--- config.mk ---
export PLATFORM = sky130hd
export DESIGN_NAME = alu_exec_flat
export DESIGN_NICKNAME = d
export VERILOG_FILES = /design/src/rtl/alu_exec_if.sv /design/src/rtl/alu_exec.sv /design/src/flat_wrapper.sv
export SDC_FILE = /design/constraint.sdc
export NUM_CORES = 1
export LEC_CHECK = 0
export CORE_UTILIZATION = 35
export CTS_CLUSTER_DIAMETER = 30
export DETAILED_ROUTE_END_ITERATION = 7
export RECOVER_POWER = 25
export SYNTH_ARGS = -nofsm -noshare
export SYNTH_HDL_FRONTEND = slang
export SYNTH_SLANG_ARGS = --single-unit
--- constraint.sdc ---
create_clock -name clk -period 1 [get_ports clk]
set_clock_uncertainty 0.15 [all_clocks]
set_input_delay 0.2 -clock clk [delete_from_list [all_inputs] [get_ports clk]]
set_output_delay 0.2 -clock clk [all_outputs]
set_load 0.02 [all_outputs]
--- src/rtl/alu_exec_if.sv ---
`default_nettype none
`timescale 1ns/1ps
// ============================================================================
// Module      : alu_exec_if
// Description : Operand / result bundle between the operand-select stage,
//               the execute stage (alu_exec) and write-back.
//               master = operand stage side, slave = execute stage side.
// Revision    : 1.0  initial release
// ============================================================================
interface alu_exec_if #(
  parameter int WIDTH = 16
);
  logic             en_in;
  logic [WIDTH-1:0] alu_a;
  logic [WIDTH-1:0] alu_b;
  logic [3:0]       alu_func;
  logic [WIDTH-1:0] alu_out;
  logic             zf;
  logic             nf;
  logic             cf;
  logic             vf;
  logic             en_out;
  logic             busy;

  modport master (
    output en_in, alu_a, alu_b, alu_func,
    input  alu_out, zf, nf, cf, vf, en_out, busy
  );

  modport slave (
    input  en_in, alu_a, alu_b, alu_func,
    output alu_out, zf, nf, cf, vf, en_out, busy
  );
endinterface
`default_nettype wire

--- src/rtl/alu_exec.sv ---
`default_nettype none
`timescale 1ns/1ps
// ============================================================================
// Module      : alu_exec
// Description : 16-bit execute stage. Single-cycle add/sub/logic/shift/
//               compare ops; optional iterative shift-add multiply.
//               Config macro: ALU_MUL_EN (defined = multiply compiled in,
//               undefined = opcode 11 behaves as reserved, busy tied low).
// Revision    : 1.0  initial release
// ============================================================================
module alu_exec #(
  parameter int WIDTH = 16
) (
  input  logic      clk,
  input  logic      rst,
  alu_exec_if.slave bus
);

  localparam int c_SHW = $clog2(WIDTH);
  localparam int c_MSB = WIDTH - 1;

  localparam logic [3:0] c_OP_ADD   = 4'd0;
  localparam logic [3:0] c_OP_SUB   = 4'd1;
  localparam logic [3:0] c_OP_AND   = 4'd2;
  localparam logic [3:0] c_OP_OR    = 4'd3;
  localparam logic [3:0] c_OP_XOR   = 4'd4;
  localparam logic [3:0] c_OP_NOT   = 4'd5;
  localparam logic [3:0] c_OP_SLL   = 4'd6;
  localparam logic [3:0] c_OP_SRL   = 4'd7;
  localparam logic [3:0] c_OP_SRA   = 4'd8;
  localparam logic [3:0] c_OP_PASSB = 4'd9;
  localparam logic [3:0] c_OP_CMP   = 4'd10;
`ifdef ALU_MUL_EN
  localparam logic [3:0] c_OP_MUL   = 4'd11;
`endif

  // Registered outputs
  logic [WIDTH-1:0] r_alu_out;
  logic             r_zf, r_nf, r_cf, r_vf;
  logic             r_en_out;

  // Single-cycle datapath
  logic [c_SHW-1:0] w_sh;
  logic [WIDTH:0]   w_sum, w_diff, w_shl, w_shr, w_sra;
  logic [WIDTH-1:0] w_res;
  logic [WIDTH-1:0] w_flag_val;
  logic             w_cf, w_vf;

  // Next-state values
  logic [WIDTH-1:0] w_alu_out_nxt;
  logic             w_zf_nxt, w_nf_nxt, w_cf_nxt, w_vf_nxt;
  logic             w_en_out_nxt;

  assign w_sh = bus.alu_b[c_SHW-1:0];

  // Combinational result and flags for every single-cycle opcode
  always_comb begin
    w_sum  = {1'b0, bus.alu_a} + {1'b0, bus.alu_b};
    w_diff = {1'b0, bus.alu_a} - {1'b0, bus.alu_b};
    // Shift with one guard bit so the last bit shifted out lands in it;
    // a zero shift leaves the guard bit 0, giving cf = 0 for free.
    w_shl  = {1'b0, bus.alu_a} << w_sh;
    w_shr  = {bus.alu_a, 1'b0} >> w_sh;
    w_sra  = $unsigned($signed({bus.alu_a, 1'b0}) >>> w_sh);
    w_res  = bus.alu_a;
    w_cf   = 1'b0;
    w_vf   = 1'b0;
    case (bus.alu_func)
      c_OP_ADD: begin
        w_res = w_sum[c_MSB:0];
        w_cf  = w_sum[WIDTH];
        w_vf  = (bus.alu_a[c_MSB] == bus.alu_b[c_MSB]) &&
                (w_sum[c_MSB] != bus.alu_a[c_MSB]);
      end
      c_OP_SUB, c_OP_CMP: begin
        w_res = w_diff[c_MSB:0];
        w_cf  = w_diff[WIDTH];
        w_vf  = (bus.alu_a[c_MSB] != bus.alu_b[c_MSB]) &&
                (w_diff[c_MSB] != bus.alu_a[c_MSB]);
      end
      c_OP_AND:   w_res = bus.alu_a & bus.alu_b;
      c_OP_OR:    w_res = bus.alu_a | bus.alu_b;
      c_OP_XOR:   w_res = bus.alu_a ^ bus.alu_b;
      c_OP_NOT:   w_res = ~bus.alu_a;
      c_OP_SLL: begin
        w_res = w_shl[c_MSB:0];
        w_cf  = w_shl[WIDTH];
      end
      c_OP_SRL: begin
        w_res = w_shr[WIDTH:1];
        w_cf  = w_shr[0];
      end
      c_OP_SRA: begin
        w_res = w_sra[WIDTH:1];
        w_cf  = w_sra[0];
      end
      c_OP_PASSB: w_res = bus.alu_b;
      default:    w_res = bus.alu_a;
    endcase
    w_flag_val = w_res;
  end

`ifdef ALU_MUL_EN
  typedef enum logic [0:0] {
    S_IDLE = 1'b0,
    S_MUL  = 1'b1
  } state_t;

  localparam logic [c_SHW-1:0] c_CNT_ONE = {{(c_SHW-1){1'b0}}, 1'b1};

  state_t             r_state, w_state_nxt;
  logic [WIDTH-1:0]   r_mcand, w_mcand_nxt;
  logic [WIDTH-1:0]   r_mplier, w_mplier_nxt;
  logic [2*WIDTH-1:0] r_acc, w_acc_nxt, w_acc_step;
  logic [c_SHW-1:0]   r_cnt, w_cnt_nxt;
  logic               r_busy, w_busy_nxt;

  // Next-state / output decode: single-cycle issue, multiply start and
  // one shift-add iteration per cycle while in S_MUL
  always_comb begin
    w_state_nxt   = r_state;
    w_alu_out_nxt = r_alu_out;
    w_zf_nxt      = r_zf;
    w_nf_nxt      = r_nf;
    w_cf_nxt      = r_cf;
    w_vf_nxt      = r_vf;
    w_en_out_nxt  = 1'b0;
    w_busy_nxt    = 1'b0;
    w_mcand_nxt   = r_mcand;
    w_mplier_nxt  = r_mplier;
    w_acc_nxt     = r_acc;
    w_cnt_nxt     = r_cnt;
    w_acc_step    = r_acc + ({{WIDTH{1'b0}}, r_mcand} << r_cnt);
    case (r_state)
      S_IDLE: begin
        if (bus.en_in) begin
          if (bus.alu_func == c_OP_MUL) begin
            w_mcand_nxt  = bus.alu_a;
            w_mplier_nxt = bus.alu_b;
            w_acc_nxt    = '0;
            w_cnt_nxt    = '0;
            w_busy_nxt   = 1'b1;
            w_state_nxt  = S_MUL;
          end else begin
            // CMP updates flags only; the result register keeps its value
            if (bus.alu_func != c_OP_CMP) begin
              w_alu_out_nxt = w_res;
            end
            w_zf_nxt     = (w_flag_val == '0);
            w_nf_nxt     = w_flag_val[c_MSB];
            w_cf_nxt     = w_cf;
            w_vf_nxt     = w_vf;
            w_en_out_nxt = 1'b1;
          end
        end
      end
      S_MUL: begin
        if (r_mplier[0]) begin
          w_acc_nxt = w_acc_step;
        end
        w_mplier_nxt = r_mplier >> 1;
        w_cnt_nxt    = r_cnt + c_CNT_ONE;
        if (&r_cnt) begin
          // Last iteration: publish the low half, flag a truncated product
          w_alu_out_nxt = w_acc_nxt[c_MSB:0];
          w_zf_nxt      = (w_acc_nxt[c_MSB:0] == '0);
          w_nf_nxt      = w_acc_nxt[c_MSB];
          w_cf_nxt      = |w_acc_nxt[2*WIDTH-1:WIDTH];
          w_vf_nxt      = |w_acc_nxt[2*WIDTH-1:WIDTH];
          w_en_out_nxt  = 1'b1;
          w_state_nxt   = S_IDLE;
        end else begin
          w_busy_nxt = 1'b1;
        end
      end
      default: w_state_nxt = S_IDLE;
    endcase
  end

  // State register and multiply working registers
  always_ff @(posedge clk or posedge rst) begin
    if (rst) begin
      r_state  <= S_IDLE;
      r_mcand  <= '0;
      r_mplier <= '0;
      r_acc    <= '0;
      r_cnt    <= '0;
      r_busy   <= 1'b0;
    end else begin
      r_state  <= w_state_nxt;
      r_mcand  <= w_mcand_nxt;
      r_mplier <= w_mplier_nxt;
      r_acc    <= w_acc_nxt;
      r_cnt    <= w_cnt_nxt;
      r_busy   <= w_busy_nxt;
    end
  end

  assign bus.busy = r_busy;
`else
  // Next-value decode for the single-cycle-only build
  always_comb begin
    w_alu_out_nxt = r_alu_out;
    w_zf_nxt      = r_zf;
    w_nf_nxt      = r_nf;
    w_cf_nxt      = r_cf;
    w_vf_nxt      = r_vf;
    w_en_out_nxt  = 1'b0;
    if (bus.en_in) begin
      // CMP updates flags only; the result register keeps its value
      if (bus.alu_func != c_OP_CMP) begin
        w_alu_out_nxt = w_res;
      end
      w_zf_nxt     = (w_flag_val == '0);
      w_nf_nxt     = w_flag_val[c_MSB];
      w_cf_nxt     = w_cf;
      w_vf_nxt     = w_vf;
      w_en_out_nxt = 1'b1;
    end
  end

  assign bus.busy = 1'b0;
`endif

  // Result, flag and result-valid registers
  always_ff @(posedge clk or posedge rst) begin
    if (rst) begin
      r_alu_out <= '0;
      r_zf      <= 1'b0;
      r_nf      <= 1'b0;
      r_cf      <= 1'b0;
      r_vf      <= 1'b0;
      r_en_out  <= 1'b0;
    end else begin
      r_alu_out <= w_alu_out_nxt;
      r_zf      <= w_zf_nxt;
      r_nf      <= w_nf_nxt;
      r_cf      <= w_cf_nxt;
      r_vf      <= w_vf_nxt;
      r_en_out  <= w_en_out_nxt;
    end
  end

  assign bus.alu_out = r_alu_out;
  assign bus.zf      = r_zf;
  assign bus.nf      = r_nf;
  assign bus.cf      = r_cf;
  assign bus.vf      = r_vf;
  assign bus.en_out  = r_en_out;

endmodule
`default_nettype wire

--- src/flat_wrapper.sv ---
// flat-port wrapper written by rule: the top's interface ports become plain ports
module alu_exec_flat 
#(
  parameter int WIDTH = 16
)
  (clk, rst, bus_en_in, bus_alu_a, bus_alu_b, bus_alu_func, bus_alu_out, bus_zf, bus_nf, bus_cf, bus_vf, bus_en_out, bus_busy);
  alu_exec_if #(.WIDTH(WIDTH)) bus_i ();
  input  logic clk;
  input  logic rst;
  input wire logic [$bits(bus_i.en_in)-1:0] bus_en_in;
  input wire logic [$bits(bus_i.alu_a)-1:0] bus_alu_a;
  input wire logic [$bits(bus_i.alu_b)-1:0] bus_alu_b;
  input wire logic [$bits(bus_i.alu_func)-1:0] bus_alu_func;
  output wire logic [$bits(bus_i.alu_out)-1:0] bus_alu_out;
  output wire logic [$bits(bus_i.zf)-1:0] bus_zf;
  output wire logic [$bits(bus_i.nf)-1:0] bus_nf;
  output wire logic [$bits(bus_i.cf)-1:0] bus_cf;
  output wire logic [$bits(bus_i.vf)-1:0] bus_vf;
  output wire logic [$bits(bus_i.en_out)-1:0] bus_en_out;
  output wire logic [$bits(bus_i.busy)-1:0] bus_busy;
  assign bus_i.en_in = bus_en_in;
  assign bus_i.alu_a = bus_alu_a;
  assign bus_i.alu_b = bus_alu_b;
  assign bus_i.alu_func = bus_alu_func;
  assign bus_alu_out = bus_i.alu_out;
  assign bus_zf = bus_i.zf;
  assign bus_nf = bus_i.nf;
  assign bus_cf = bus_i.cf;
  assign bus_vf = bus_i.vf;
  assign bus_en_out = bus_i.en_out;
  assign bus_busy = bus_i.busy;
  alu_exec #(.WIDTH(WIDTH)) u_core (.clk(clk), .rst(rst), .bus(bus_i));
endmodule
==> results by group <==
Outcome
  – Status: complete, but fails checks
  – Failing checks: setup timing

Run
  – Max_cap viols: 0

Routing
  – Total routed wirelength: 32070 um
  – WL per Instance: between 20 and 25 um
  – Number of vias per cell: slightly above 6
  – Routed Antenna Nets: 0
  – Drt drc: 0
  – Vias: approximately 8600
  – Pre-antenna DRT Iters: 6
  – Starting DRT DRC Count: around 950

GRT
  – GRT Util Overall: 0.3439
  – Grt total ovfl: 0
  – First-pass GRT wire length: 46760 um
  – Largest net degree at the start of global routing: 30
  – Antenna violations before repair: 0
  – Vias in the first global route: ~8500

Worst setup path
  – Critical path required time: 1000 ps
  – Critical Path Fanout Max: 4
  – Max stage delay on crit path: ~370 ps
  – Critical-path top delay cell: nor4_4
  – Data arrival, critical path: between 2000 and 3000 ps
  – Critical setup path kind: input port to flop
  – Setup crit end kind: flop
  – CP delay by family, top: compound AO/OA/AOI/OAI gates
  – Buffer and inverter count on the worst path: 3
  – Cell Chain, Critical Path: buf_12 -> clkinvlp_4 -> buf_6 -> fa_2 -> nor2b_4 -> o31ai_4 -> o221ai_2 -> a22o_1 -> o32ai_2 -> o2111ai_2 -> nor4_4 -> nand4_1 -> o41ai_2
  – Crit start category: input port

STA
  – Minimum clock period: 2984 ps
  – Final worst slack: -1984 ps
  – Max-slew violation count: 0
  – Slew headroom: 0.5717
  – Fmax achieved: 0.3351 GHz
  – Worst-Margin Slew: 637.5 ps
  – Unrepaired setup endpoints after global routing: yes
  – Final hold violations: 0
  – Fin crit share: 2.984
  – Final setup vio count: 41

Clocking
  – Worst skew pair latency: about 250 ps
  – CTS root buffer: clkbuf_16
  – Max Root-Sink Buffers: 2
  – H-tree levels: 1
  – TritonCTS clock tree: built
  – Hold Buf Count CTS: 0
  – Total CTS buffers: 3
  – CTS clk-pin slew, worst paths: roughly 60 ps
  – CTS Sinks: 21

Power and ir drop
  – Total power draw: 8.548 mW
  – VDD IR max: 918.4 uV
  – Leakage: 4.984 nW
  – Pwr dens: around 760 nW/um^2

Logic synthesis
  – #FFs+latches synth: 21
  – Yosys top cell area share: 0.1127
  – Register area share after synthesis: 0.08932
  – Most common library cells after synthesis: 69 x nor2_1, 55 x nand2_1, 53 x ha_1
  – Most frequent cell after synthesis: nor2_1
  – Cells after Synth: between 700 and 800
  – Syn Area/Cell: 7.552 sq um
  – Synth warnings: 0
  – Syn Std Cell Area: 5883 sq um
  – Post-synth EDFFs: 0
  – Leading area contributor after synthesis: ha_1
  – Netlist cell types: 82
  – Mapped Nets: 873
  – Asr flop ratio synth: 1.000
  – Synth top area cells: ha_1 11%, dfrtp_1 8.9%, mux4_2 6.9%
  – Synth Flop Type: dfrtp_1

Die
  – Chip height: between 100 and 150 um
  – Core area: 16520 sq um
  – FP Rows: 47
  – Chip width: 131.7 um
  – Die area: ~17000 sq um
  – Starting density of the core: 0.3560
  – Top Ports: 61

Finish
  – Area Overhead vs Synth: 90.37%
  – Final #Nets: 1270
  – Final core occ: 0.6777
  – Antenna fix cells: 0
  – Share of cells above drive strength 1: 0.5847
  – Post-route cell area: 11200 sq um

Placed design
  – IO Port Bufs: 59
  – Hpwl dp: 22230 um
  – Final Wtd Congestion: 1.052
  – Area after DPL: 8971 sq um

Worst hold path
  – Hold WC Path Type: input port to async pin
==> placed cells by master (no fill, tap or decap), types with 9 or more instances in the layout <==
cell      instances
a21oi_1          37
a21oi_2          10
buf_12           14
buf_2             9
buf_4           342
buf_6            80
dfrtp_1          21
ha_1             27
ha_2              9
ha_4             17
inv_1            21
inv_2            18
mux2_4            9
mux2i_1          27
mux4_2           20
nand2_1          49
nand2b_1         14
nand3_1          14
nor2_1           61
nor2b_1           9
nor3_1           15
o211ai_1         12
o21ai_0          25
o22ai_1          12
==> final cells by class <==
cell class                      instances  area (sq um)
Fill cell                            1239          5325
Clock buffer                            3         75.07
Tap cell                              220         275.3
Inverter                               49         209.0
Timing Repair Buffer                  470          4119
Sequential cell                        21         525.5
Multi-Input combinational cell        631          5991
Clock inverter                          1         5.005
==> path summary, 6_finish.rpt <==
path                                              from                endpoint  slack, ps  cells past startpoint
worst min register to register  u_core.bus.alu_out[12]  u_core.bus.alu_out[12]        390                      1
worst min-delay path                               rst   u_core.bus.alu_out[4]        210                      3
worst max-delay path                      bus_alu_b[1]           u_core.bus.zf      -1980                     13
max in group asynchronous                          rst  u_core.bus.alu_out[11]        150                      3
min in group clk                u_core.bus.alu_out[12]  u_core.bus.alu_out[12]        390                      1
worst max register to register   u_core.bus.alu_out[6]   u_core.bus.alu_out[6]       -100                      4
==> routing by layer <==
layer | routed length [um] | track usage | up-vias
met1 | 11860 | 0.4386 | 4032
met3 | 3648 | 0.06636 | 224
li1 | - | - | 3747
met5 | 0 | 0 | -
met2 | 14070 | 0.5409 | 633
met4 | 2488 | 0.1951 | 0
==> per-stage QoR <==
step	setup WS (ps)	setup TNS, ps	cells	hold slack, ps
after floorplan	-1930	-30430	779	26.53
after global placement	-2651	-50540	1292	318.5
after detailed placement	-2779	-51140	1292	329.5
after CTS	-1841	-32270	1372	123.0
after global routing	-2187	-34850	1395	264.2
final	-1984	-32950	1395	207.1
==> kinds of logic (layout without fill, tap and decap cells) <==
logic type / Yosys count / count (layout) / share of synthesized area
compound gates: 254 / 254 / 0.3020
xor+xnor: 10 / 10 / 0.01489
fa+ha+maj: 55 / 55 / 0.1195
buf+inv: 127 / 523 / 0.09698
flops: 21 / 21 / 0.08932
mux: 68 / 68 / 0.1657
other cells: 1 / 1 / 0.0006374
simple gates: 243 / 243 / 0.2110
==> state kept, by name, summed over array words and instances, names as in the netlist <==
register            cells
u_core.bus.alu_out     16
u_core.bus.cf           1
u_core.bus.en_out       1
u_core.bus.nf           1
u_core.bus.vf           1
u_core.bus.zf           1
==> tightest hold or removal path, delay by kind of cell <==
kind	cells	cell delay, ps
buf+inv	3	860
==> timing repair <==
item	4_1_cts	5_1_grt
setup buffers	78	29
pin swaps	71	60
resized for setup	456	91
setup endpoints to repair	41	41
gates cloned	3	3
==> power breakdown <==
group	internal (mW)	leakage, nW	switching (mW)
clock network	0.537	0.0409	0.294
registers	0.987	0.252	0.102
logic	3.43	4.69	3.19
Power figures use the tool's default switching activity.
